## src/rtl/src_sync_pkg.sv

```systemverilog
// src_sync_pkg: shared definitions for the forwarded-clock serial link.
//   state_t     - transmitter FSM states
//   LINK_WIDTH  - default bits per word (the capture end uses the same value)
//   LINK_DIV    - default sclk half-period in clk cycles
//   cw()        - counter width helper that never returns 0
package src_sync_pkg;

  typedef enum logic [1:0] {
    IDLE  = 2'd0,
    SHIFT = 2'd1,
    GAP   = 2'd2
  } state_t;

  localparam int LINK_WIDTH = 8;
  localparam int LINK_DIV   = 2;

  // Width of a counter that must hold 0..n-1; a 1-deep counter still
  // gets one bit so declarations stay legal.
  function automatic int cw(input int n);
    return (n > 1) ? $clog2(n) : 1;
  endfunction

endpackage

```

## src/rtl/src_sync_tx_sclk_div.sv

```systemverilog
// sclk_div: half-period counter and forwarded-clock toggle flop.
//   clk, rst_n : system clock, async active-low reset
//   en         : count and toggle while high; otherwise sclk parks low
//   start      : force sclk high and restart the half period (word launch)
//   stop       : force sclk low and clear the counter (word end)
//   sclk       : forwarded clock, straight from a flop
//   rise, fall : combinational; high in the cycle before sclk goes 0->1 / 1->0
module sclk_div
  import src_sync_pkg::*;
#(
  parameter int DIV = LINK_DIV
) (
  input  logic clk,
  input  logic rst_n,
  input  logic en,
  input  logic start,
  input  logic stop,
  output logic sclk,
  output logic rise,
  output logic fall
);

  localparam int HCW = cw(DIV);

  logic [HCW-1:0] hc;
  logic           wrap;

  // The toggle happens on the edge that ends the last half-period cycle,
  // so the pulses lead the visible sclk change by one cycle.
  assign wrap = en && (hc == HCW'(DIV - 1));
  assign rise = wrap && !sclk;
  assign fall = wrap && sclk;

  always_ff @(posedge clk or negedge rst_n) begin
    if (!rst_n) begin
      hc   <= '0;
      sclk <= 1'b0;
    end else if (start) begin
      hc   <= '0;
      sclk <= 1'b1;
    end else if (stop || !en) begin
      hc   <= '0;
      sclk <= 1'b0;
    end else if (wrap) begin
      hc   <= '0;
      sclk <= ~sclk;
    end else begin
      hc   <= hc + 1'b1;
    end
  end

endmodule

```

## src/rtl/src_sync_tx.sv

```systemverilog
// src_sync_tx: source-synchronous serial transmitter (launch end).
//   clk, rst_n : system clock, async active-low reset
//   in_data    : word to send, captured only on the accept edge
//   in_valid   : in_data valid
//   in_ready   : block can take a word (registered)
//   sclk       : forwarded clock, idle low; data changes on its rising edge
//   sdata      : serial data, MSB first
//   sframe     : high across every bit period of a word
// Each bit spans 2*DIV clk cycles: sclk high for the first DIV, low for the
// last DIV, so the far end samples on the falling edge mid-bit. A word is
// followed by a 2*DIV cycle all-low gap before in_ready returns.
module src_sync_tx
  import src_sync_pkg::*;
#(
  parameter int WIDTH = LINK_WIDTH,
  parameter int DIV   = LINK_DIV
) (
  input  logic             clk,
  input  logic             rst_n,
  input  logic [WIDTH-1:0] in_data,
  input  logic             in_valid,
  output logic             in_ready,
  output logic             sclk,
  output logic             sdata,
  output logic             sframe
);

  localparam int BCW = cw(WIDTH);
  localparam int GCW = cw(2 * DIV);

  state_t           state, state_n;
  logic [WIDTH-1:0] sreg, sreg_n;
  logic [BCW-1:0]   bc, bc_n;
  logic [GCW-1:0]   gc, gc_n;
  logic             rdy_n, sdata_n, sframe_n;
  logic             accept, start, stop, en, rise, fall;

  assign accept = in_valid && in_ready;
  assign en     = (state == SHIFT);

  sclk_div #(.DIV(DIV)) u_div (
    .clk   (clk),
    .rst_n (rst_n),
    .en    (en),
    .start (start),
    .stop  (stop),
    .sclk  (sclk),
    .rise  (rise),
    .fall  (fall)
  );

  always_ff @(posedge clk or negedge rst_n) begin
    if (!rst_n) begin
      state    <= IDLE;
      sreg     <= '0;
      bc       <= '0;
      gc       <= '0;
      in_ready <= 1'b0;
      sdata    <= 1'b0;
      sframe   <= 1'b0;
    end else begin
      state    <= state_n;
      sreg     <= sreg_n;
      bc       <= bc_n;
      gc       <= gc_n;
      in_ready <= rdy_n;
      sdata    <= sdata_n;
      sframe   <= sframe_n;
    end
  end

  always_comb begin
    state_n  = state;
    sreg_n   = sreg;
    bc_n     = bc;
    gc_n     = gc;
    rdy_n    = in_ready;
    sdata_n  = sdata;
    sframe_n = sframe;
    start    = 1'b0;
    stop     = 1'b0;

    case (state)
      IDLE: begin
        rdy_n = 1'b1;
        bc_n  = '0;
        gc_n  = '0;
        if (accept) begin
          // MSB goes out on the accept edge together with sclk's first rise;
          // the register keeps the remaining bits left-aligned.
          state_n  = SHIFT;
          rdy_n    = 1'b0;
          start    = 1'b1;
          sreg_n   = {in_data[WIDTH-2:0], 1'b0};
          sdata_n  = in_data[WIDTH-1];
          sframe_n = 1'b1;
        end
      end

      SHIFT: begin
        rdy_n = 1'b0;
        // bc counts completed high phases and wraps to 0 after the last
        // bit's fall, so the next would-be rise with bc==0 marks word end.
        if (fall)
          bc_n = (bc == BCW'(WIDTH - 1)) ? '0 : bc + 1'b1;
        if (rise) begin
          if (bc == '0) begin
            state_n  = GAP;
            stop     = 1'b1;
            sdata_n  = 1'b0;
            sframe_n = 1'b0;
            gc_n     = '0;
          end else begin
            sdata_n = sreg[WIDTH-1];
            sreg_n  = {sreg[WIDTH-2:0], 1'b0};
          end
        end
      end

      GAP: begin
        rdy_n = 1'b0;
        if (gc == GCW'(2 * DIV - 1)) begin
          state_n = IDLE;
          rdy_n   = 1'b1;
          gc_n    = '0;
        end else begin
          gc_n = gc + 1'b1;
        end
      end

      default: begin
        state_n  = IDLE;
        rdy_n    = 1'b0;
        sdata_n  = 1'b0;
        sframe_n = 1'b0;
      end
    endcase
  end

endmodule
```

## config.mk

```make
export PLATFORM = sky130hd
export DESIGN_NAME = src_sync_tx
export DESIGN_NICKNAME = d
export VERILOG_FILES = /design/src/rtl/src_sync_pkg.sv /design/src/rtl/src_sync_tx_sclk_div.sv /design/src/rtl/src_sync_tx.sv
export SDC_FILE = /design/constraint.sdc
export NUM_CORES = 1
export LEC_CHECK = 0
export BUFFER_PORTS_ARGS = -buffer_cell sky130_fd_sc_hd__clkbuf_2
export CAP_MARGIN = 20
export CORE_MARGIN = 2
export CORE_UTILIZATION = 40
export CTS_CLUSTER_DIAMETER = 40
export CTS_CLUSTER_SIZE = 24
export DETAILED_ROUTE_END_ITERATION = 10
export PLACE_DENSITY = 0.68
export SLEW_MARGIN = 20
export SYNTH_ARGS = -nofsm -noshare
export SYNTH_HDL_FRONTEND = slang
export SYNTH_SLANG_ARGS = --single-unit
```

## constraint.sdc

```tcl
create_clock -name clk -period 4 [get_ports clk]
set_input_delay 0.6 -clock clk [delete_from_list [all_inputs] [get_ports clk]]
set_output_delay 0.6 -clock clk [all_outputs]
set_load 0.02 [all_outputs]
```

==> impl_metrics.py, run 1 <==
metrics = {
    "run_status": {
        "status": "finished, final reports clean",
    },
    "routing": {
        "num_vias": 684,
        "wire_per_inst_um": 13.3,
        "drtPass1Iterations": 4,
        "drt_iter0_markers": 17,
        "drc_errors": 0,
        "finalWirelength_um": 1740,
        "ant_nets": 0,
        "avgViaCountPerCell": 5.22,
    },
    "clock_tree": {
        "cts.htree.levels": 1,
        "cts_tree": "done",
        "cts_root_buffer": "clkbuf_4",
        "cts.sinks": 19,
        "cts_hold_buffers": 0,
        "clockBufferDepth": 2,
        "cts_resized": 0,
        "cts_buffers": 3,
        "clock_latency_ns": 0.30,
        "path_clk_slew_ns": 0.11,
        "cts_setup_buffers": 0,
    },
    "sta": {
        "fin_hold_ws_ns": 0.232,
        "setup_tns_ns": 0,
        "setup_viol": 0,
        "worst_pin_slew_ns": 0.487,
        "finalCritPeriodShare_pct": 44.9,
        "final_max_slew_viol_count": 0,
        "fmax_ghz": 0.557,
        "period_minus_slack_ns": 1.80,
        "slew_headroom_pct": 67.5,
        "worst_clock_skew_ns": 0.00395,
        "rsz0062_at_grt": "no",
        "finalHoldViolations": 0,
    },
    "yosys": {
        "ys.flop_type": "dfrtp_1",
        "yosys.cell_count.top_type": "dfrtp_1",
        "synth_top_area_share_pct": 48.2,
        "synthesis.instances": 86,
        "synth_commonest_cells": "19 x dfrtp_1, 8 x nand2_1, 7 x nor2_1, 6 x mux2_1, 6 x mux2_2",
        "ys_top_cells_by_area": "dfrtp_1 48%, mux2_1 6.8%, mux2_2 6.8%",
        "ys_seq_area_share_pct": 48.2,
        "synth-edff-count": 0,
        "syn_area_per_cell_um2": 11.5,
        "synth_cell_types": 27,
        "synth_area_leader_cell": "dfrtp_1",
        "synthArstFlopShare_pct": 100,
        "syn_area_um2": 987,
        "syn_nets": 101,
        "yosysWarnings": 0,
        "ys_ff_latch": 19,
    },
    "worst_hold_path": {
        "hold_path.class": "input port to asynchronous set/reset pin",
    },
    "final_layout": {
        "layout.nets": 117,
        "antenna_cells": 0,
        "final_area_um2": 1100,
        "drive_gt1_share_pct": 26.7,
        "area_growth_pct": 11.4,
    },
    "power": {
        "powerDensity_nw_per_um2": 683,
        "p_leak_uw": 0.000503,
        "ir_drop_v": 0.000419,
    },
    "worst_setup_path": {
        "worstSetupStartpointType": "register",
        "r2r_cells": 6,
        "criticalPathCategory": "register to register",
        "required_ns": 4.19,
        "crit_arrival_ns": 1.99,
        "path_max_fanout": 7,
        "r2r_setup_slack_ns": 2.20,
        "r2r-start": "bc[0]",
        "startpoint": "bc[0]",
        "crit_end": "sreg[2]",
        "rr_endpoint": "sreg[2]",
        "worst_setup_path_end_kind": "register",
    },
    "grt": {
        "grt_util_all_layers_pct": 13.5,
        "met3_usage_pct": 1.67,
        "grt_util_met1_pct": 17.5,
        "grt_start_max_net_pins": 20,
        "met2_usage_pct": 23.0,
        "grt_pass1_wl_um": 2820,
        "antenna_found_initial": 0,
        "grt_overflow": 0,
        "busiest_layer": "met2",
        "grt_pass1_vias": 655,
    },
    "placed_design": {
        "port_buffers": 14,
        "place_congestion": 0.763,
        "dpl-instance-area_um2": 1070,
        "hpwl_um": 1250,
    },
    "floorplanning": {
        "coreArea_um2": 2410,
        "initial_core_util_pct": 41.0,
        "die_area_um2": 2880,
        "die_y_um": 53.7,
        "ios": 15,
        "fp-row-count": 18,
        "die_w_um": 53.7,
    },
    "flow_run": {
        "maxCapViolCount": 0,
    },
}
[layer usage]
metal | vias up | part of all wire [%]
met4 | 0 | 1.4
met3 | 6 | 2.4
met5 | - | 0
met2 | 12 | 49
met1 | 328 | 47
li1 | 338 | -
[worst max-delay path, cell delays in order (launching register included)]
cell and delay, ns:
dfrtp_1 0.40, inv_1 0.10, ha_1 0.14, nor2b_1 0.33, a211oi_4 0.12, o22ai_4 0.23
mux2_2 0.38
[where the power goes]
part | internal [uW] | switching (uW) | total (uW)
sequential | 262 | 78.1 | 340
combinational | 156 | 157 | 312
clock | 38.9 | 60.3 | 99.2
total | 456 | 295 | 751
[kinds of logic after synthesis]
family	synth area share, %
and+or+nand+nor	14.3
DFF	48.2
AOI/OAI and AO/OA	14.4
muxes	14.7
buffers and inverters	3.30
adders and majority gates	5.07
[cell usage in the layout, fill, tap and decap left out]
master,Yosys,routed
nand2_1,8,8
nand2b_4,1,1
a211oi_4,1,1
nor2b_1,2,2
dfrtp_1,19,19
clkbuf_4,0,3
nand2b_1,2,2
nor3_4,1,1
o21ai_0,3,3
ha_1,4,4
a21oi_1,3,3
nand3_1,1,1
o31ai_1,1,1
inv_1,3,3
o22ai_1,3,3
nor3_1,2,2
a22o_1,1,1
o22ai_4,1,1
nor2_1,7,7
a21o_1,1,1
a211oi_1,1,1
clkbuf_2,0,14
nand3b_1,2,2
mux2_1,6,6
a22oi_1,3,3
mux2i_1,1,1
clkbuf_1,0,1
mux2_2,6,6
[cell type report]
cell class / instances / area (um2)
Fill cell: 228 / 1310
Multi-Input combinational cell: 61 / 479
Timing Repair Buffer: 14 / 70.1
Tap cell: 30 / 37.5
Inverter: 3 / 11.3
Sequential cell: 19 / 475
Clock buffer: 4 / 26.3
[flip-flops by register name, indices dropped and copies added, names as in the netlist]
signal / count
sreg: 7
bc: 3
sdata: 1
sframe: 1
u_div.sclk: 1
in_ready: 1
u_div.hc: 1
gc: 2
state: 2
[per-stage QoR]
step | setup slack [ns] | utilization [%] | total power, uW | std cells
2_1_floorplan | 2.39 | - | 597 | 86
3_3_place_gp | 2.28 | 44.5 | 642 | 127
3_5_place_dp | 2.21 | 44.5 | 657 | 127
4_1_cts | 2.19 | 45.6 | 756 | 131
5_1_grt | 2.13 | 45.6 | 802 | 131
6_report | 2.20 | 45.6 | 751 | 131
[worst min path at each step]
stage	start	to	slack, ns	depth (start not counted)
2_1_floorplan	rst_n	bc[0]	0.30	0
3_3_place_gp	sreg[6]	sreg[6]	0.48	1
3_5_place_dp	sreg[1]	sreg[1]	0.49	1
4_1_cts	rst_n	sreg[2]	0.25	1
5_1_grt	rst_n	sreg[1]	0.27	1
6_report	rst_n	bc[0]	0.23	1
(Power assumes the default switching activity.)
==> run 2, diff against run 1 <==
--- a/config.mk
+++ b/config.mk
@@ -12,7 +12,7 @@
 export CTS_CLUSTER_DIAMETER = 40
 export CTS_CLUSTER_SIZE = 24
 export DETAILED_ROUTE_END_ITERATION = 10
-export PLACE_DENSITY = 0.68
+export PLACE_DENSITY = 0.7
 export SLEW_MARGIN = 20
 export SYNTH_ARGS = -nofsm -noshare
 export SYNTH_HDL_FRONTEND = slang
==> constraint.sdc (replaced) <==
create_clock -name clk -period 1.6 [get_ports clk]
set_input_delay 0.24 -clock clk [delete_from_list [all_inputs] [get_ports clk]]
set_output_delay 0.24 -clock clk [all_outputs]
set_load 0.02 [all_outputs]
==> run 2 against run 1 <==
Sequential power up 130%; clock power up 150%; global-route usage up 0.63 points; sequential share of layout area down 3.8 points; maximum frequency up 14%; first-iteration DRC count down 65%; hold slack worse by 0.065 ns.
==> impl_metrics.py, run 2 (synthesis gave the netlist of run 1 again) <==
metrics = {
    "floorplanning": {
        "fp-row-count": 18,
        "ios": 15,
        "die_w_um": 53.7,
        "initial_core_util_pct": 41.0,
        "die_area_um2": 2880,
        "coreArea_um2": 2410,
        "die_y_um": 53.7,
    },
    "run_status": {
        "status": "finished, final reports clean",
    },
    "power": {
        "p_sw_share_pct": 37.7,
        "p_leak_uw": 0.000583,
        "share_comb_of_total_power_pct": 49.9,
        "p_sw_uw": 780,
        "internal_power_uw": 1290,
        "p_seq_share_pct": 38.3,
        "p_clk_share_pct": 11.8,
        "powerDensity_nw_per_um2": 1710,
        "ir_drop_v": 0.00114,
    },
    "placed_design": {
        "dp_slack_ns": -0.0223,
        "dp.cells": 131,
        "place_congestion": 0.796,
        "hpwl_um": 1280,
        "dpl-instance-area_um2": 1110,
        "port_buffers": 14,
    },
    "worst_setup_path": {
        "r2r_setup_slack_ns": 0.02,
        "crit_arrival_ns": 1.76,
        "criticalPathCategory": "register to register",
        "worstSetupStartpointType": "register",
        "worst_setup_path_end_kind": "register",
        "required_ns": 1.79,
        "path_max_fanout": 7,
    },
    "final_layout": {
        "layout.nets": 126,
        "post-route-util_pct": 50.1,
        "antenna_cells": 0,
        "final_cell_mix": "19 x dfrtp_1, 14 x clkbuf_2, 8 x nand2_1, 8 x buf_4",
        "largest_register_ffs": 7,
        "area_growth_pct": 22.2,
        "final_common_cell": "dfrtp_1",
        "biggestRegsByFlops": "sreg x7, bc x3",
        "regMostFlops": "sreg",
        "final_area_um2": 1210,
        "fin_cells": 140,
        "drive_gt1_share_pct": 35.5,
    },
    "sta": {
        "period_minus_slack_ns": 1.58,
        "worst_pin_slew_ns": 0.489,
        "finalCritPeriodShare_pct": 98.5,
        "worst_clock_skew_ns": 0.00377,
        "rsz0062_at_grt": "yes",
        "finalHoldViolations": 0,
        "setup_viol": 0,
        "fin_hold_ws_ns": 0.167,
        "setup_slack_ns": 0.0237,
        "final_max_slew_viol_count": 0,
        "slew_headroom_pct": 67.4,
        "fmax_ghz": 0.634,
    },
    "routing": {
        "wire_per_inst_um": 13.0,
        "finalWirelength_um": 1830,
        "drc_errors": 0,
        "ant_nets": 0,
        "num_vias": 728,
        "avgViaCountPerCell": 5.20,
        "drtPass1Iterations": 4,
        "drt_iter0_markers": 6,
    },
    "clock_tree": {
        "cts.htree.levels": 1,
        "clock_latency_ns": 0.30,
        "cts.sinks": 19,
        "cts_buffers": 3,
        "path_clk_slew_ns": 0.11,
        "cts_root_buffer": "clkbuf_4",
        "cts_tree": "done",
        "clockBufferDepth": 2,
    },
    "grt": {
        "grt_start_max_net_pins": 20,
        "grt_pass1_vias": 692,
        "grt_overflow": 0,
        "grt_pass1_wl_um": 2960,
        "grt_util_all_layers_pct": 14.2,
        "antenna_found_initial": 0,
    },
    "worst_hold_path": {
        "hold_path.class": "input port to register",
    },
    "flow_run": {
        "maxCapViolCount": 0,
    },
}
[run 2: cell type report]
class	count	area [um2]
Timing Repair Buffer	23	140
Clock buffer	4	26.3
Tap cell	30	37.5
Sequential cell	19	475
Inverter	3	11.3
Fill cell	213	1200
Multi-Input combinational cell	61	515
[run 2: path summary, 6_finish.rpt]
kind,start,end,depth (start not counted)
max,bc[0],sreg[3],6
max reg2reg,bc[0],sreg[3],6
min reg2reg,sreg[1],sreg[1],1
min,in_data[0],sreg[1],2
max in group asynchronous,rst_n,sreg[1],2
min in group asynchronous,rst_n,gc[0],2
[run 2: per-layer routing]
| metal | part of all wire [%] | vias up | track usage (%) |
|---|---|---|---|
| met2 | 51 | 9 | 23.6 |
| met1 | 45 | 359 | 18.3 |
| met5 | 0 | - | 0 |
| li1 | - | 356 | - |
| met4 | 1.5 | 0 | 6.41 |
| met3 | 2.0 | 4 | 1.67 |
[run 2: critical path, cell delays in order, from the launching register on]
cell and delay [ns]:
dfrtp_1 0.39, inv_2 0.05, ha_1 0.18, nor2b_4 0.13
a211oi_4 0.23, o22ai_4 0.16, mux2_4 0.32
[run 2: what timing repair did]
item,in CTS,in global routing
pin swaps,2,5
endpoints found under the setup margin,6,11
cloned,0,0
setup buffers,3,1
gates resized for setup,8,2
hold endpoints to repair,19,0
hold buffers,1,0
[run 2: stage by stage]
step / setup TNS, ns / total power [uW]
global placement: 0 / 1640
detailed placement: -0.104 / 1680
global route: -0.455 / 2200
CTS: 0 / 2050
floorplan: 0 / 1490
finish: 0 / 2070
[run 2: power by group through the flow]
stage / Combinational [uW] / Clock [uW] / Sequential, uW
2_1_floorplan: 674 / 0 / 819
3_3_place_gp: 855 / 0 / 788
3_5_place_dp: 879 / 0 / 799
4_1_cts: 1010 / 247 / 792
5_1_grt: 1120 / 267 / 817
6_report: 1030 / 245 / 791
==> run 3, diff against run 2 <==
--- a/config.mk
+++ b/config.mk
@@ -5,14 +5,14 @@
 export SDC_FILE = /design/constraint.sdc
 export NUM_CORES = 1
 export LEC_CHECK = 0
-export BUFFER_PORTS_ARGS = -buffer_cell sky130_fd_sc_hd__clkbuf_2
 export CAP_MARGIN = 20
 export CORE_MARGIN = 2
 export CORE_UTILIZATION = 40
 export CTS_CLUSTER_DIAMETER = 40
 export CTS_CLUSTER_SIZE = 24
 export DETAILED_ROUTE_END_ITERATION = 10
-export PLACE_DENSITY = 0.7
+export DONT_BUFFER_PORTS = 1
+export PLACE_DENSITY = 0.64
 export SLEW_MARGIN = 20
 export SYNTH_ARGS = -nofsm -noshare
 export SYNTH_HDL_FRONTEND = slang
==> run 3 against run 2 <==
Flip-flop and latch count is the same; clock power is 4% lower; routed wire length down 2.9%; count of clock-buffer cells in the layout did not move; via count shrank 8.8%; worst setup slack better by 0.0086 ns; critical endpoint is now sreg[5].
==> impl_metrics.py, run 3 (synthesis gave the netlist of run 1 again) <==
metrics = {
    "worst_setup_path": {
        "cpPeakStageDelay_ns": 0.37,
        "r2r_setup_slack_ns": 0.03,
        "worst_setup_path_end_kind": "register",
        "r2r_cells": 6,
        "rr_endpoint": "sreg[5]",
        "cp_slowest_cell": "dfrtp_1",
        "required_ns": 1.78,
        "cp_top_family": "compound AO/OA/AOI/OAI gates",
        "path_max_fanout": 7,
        "crit_buf_inv": 1,
        "r2r-start": "bc[0]",
        "crit_arrival_ns": 1.75,
        "path_cells": "inv_2, ha_1, nor2b_4, a211oi_4, o22ai_4, mux2_4",
        "worstSetupStartpointType": "register",
        "criticalPathCategory": "register to register",
    },
    "final_layout": {
        "final_area_um2": 1150,
        "layout.nets": 113,
        "antenna_cells": 0,
        "area_growth_pct": 16.5,
        "regMostFlops": "sreg",
        "biggestRegsByFlops": "sreg x7, bc x3",
        "largest_register_ffs": 7,
        "fin_cells": 127,
        "drive_gt1_share_pct": 27.8,
        "final_cell_mix": "19 x dfrtp_1, 9 x buf_4, 8 x nand2_1",
        "final_common_cell": "dfrtp_1",
        "post-route-util_pct": 47.7,
    },
    "floorplanning": {
        "fp-row-count": 18,
        "die_y_um": 53.7,
        "die_w_um": 53.7,
        "ios": 15,
        "die_area_um2": 2880,
        "coreArea_um2": 2410,
        "initial_core_util_pct": 41.0,
    },
    "clock_tree": {
        "clockBufferDepth": 2,
        "cts.sinks": 19,
        "cts_buffers": 3,
        "cts.htree.levels": 1,
        "clock_latency_ns": 0.29,
        "cts_root_buffer": "clkbuf_4",
        "cts_tree": "done",
        "path_clk_slew_ns": 0.10,
    },
    "power": {
        "p_leak_uw": 0.000535,
        "ir_drop_v": 0.00101,
        "powerDensity_nw_per_um2": 1780,
    },
    "routing": {
        "wire_per_inst_um": 14.0,
        "num_vias": 664,
        "ant_nets": 0,
        "drt_iter0_markers": 4,
        "drc_errors": 0,
        "finalWirelength_um": 1770,
        "drtPass1Iterations": 3,
        "avgViaCountPerCell": 5.23,
    },
    "flow_run": {
        "maxCapViolCount": 0,
    },
    "worst_hold_path": {
        "hold_path.class": "input port to register",
        "hold_start": "in_data[0]",
        "min_path_cells": 1,
        "whs_endpoint": "sreg[1]",
    },
    "grt": {
        "antenna_found_initial": 0,
        "grt_pass1_vias": 638,
        "grt_start_max_net_pins": 20,
        "grt_overflow": 0,
        "grt_util_all_layers_pct": 13.9,
        "grt_pass1_wl_um": 2830,
    },
    "sta": {
        "finalHoldViolations": 0,
        "fmax_ghz": 0.638,
        "final_max_slew_viol_count": 0,
        "worst_pin_slew_ns": 0.880,
        "slew_headroom_pct": 41.2,
        "worst_clock_skew_ns": 0.00201,
        "setup_slack_ns": 0.0323,
        "fin_hold_ws_ns": 0.0820,
        "period_minus_slack_ns": 1.57,
        "finalCritPeriodShare_pct": 98.0,
        "rsz0062_at_grt": "yes",
        "setup_viol": 0,
    },
    "placed_design": {
        "port_buffers": 0,
        "hpwl_um": 1240,
        "dp_slack_ns": -0.00937,
        "place_congestion": 0.770,
        "dp.cells": 119,
        "dpl-instance-area_um2": 1050,
    },
    "run_status": {
        "status": "finished, final reports clean",
    },
}
[run 3: cell types whose count changed in the layout (fill, tap and decap cells not counted)]
cell / delta
clkbuf_2: -14
a211oi_1: -1
a211oi_2: +1
a21oi_1: +1
a21oi_2: -1
buf_4: +1
nor3_1: -1
nor3_2: +1
[run 3: worst reg2reg max path, stage by stage, from the launching register on]
cell and delay, ns:
dfrtp_1 0.37, inv_2 0.04, ha_1 0.18, nor2b_4 0.13
a211oi_4 0.24, o22ai_4 0.17, mux2_4 0.33
[run 3: worst max path at each step]
| stage | from | depth (start not counted) | end | slack, ns |
|---|---|---|---|---|
| after detailed placement | bc[0] | 6 | sreg[4] | -0.009 |
| after global routing | bc[0] | 6 | sreg[5] | -0.06 |
| after floorplan | bc[0] | 6 | sreg[2] | 0.08 |
| after global placement | bc[0] | 6 | sreg[7] | 0.03 |
| final | bc[0] | 6 | sreg[5] | 0.03 |
| after CTS | bc[0] | 6 | sreg[4] | 0.008 |
[run 3: final cells by class]
class / count / area, um2
Multi-Input combinational cell: 61 / 522
Clock buffer: 4 / 26.3
Tap cell: 30 / 37.5
Inverter: 3 / 11.3
Timing Repair Buffer: 10 / 77.6
Sequential cell: 19 / 475
Fill cell: 221 / 1260
[run 3: metal layers]
metal	wire length [um]	global-route usage (%)	share of wire (%)	vias up
li1	-	-	-	328
met1	840	18.6	47	330
met2	884	21.7	50	4
met3	34	1.94	1.9	2
met4	12	7.69	0.68	0
met5	0	0	0	-
[run 3: timing repair]
action	CTS	global route
gates cloned	0	0
endpoints found under the setup margin	6	12
pin swaps	2	8
hold endpoints to repair	19	0
setup buffers	3	0
hold buffers	1	0
resized for setup	8	3
[run 3: per-stage QoR]
step | TNS (ns) | total power [uW]
3_5_place_dp | -0.0409 | 1650
3_3_place_gp | 0 | 1620
4_1_cts | 0 | 2040
6_report | 0 | 2040
2_1_floorplan | 0 | 1490
5_1_grt | -0.411 | 2180
[run 3: report_power, final]
| group | switching (uW) | leakage, uW | internal (uW) |
|---|---|---|---|
| Combinational | 454 | 0.000277 | 523 |
| Sequential | 176 | 0.000243 | 654 |
| Clock | 139 | 0.0000150 | 96.9 |
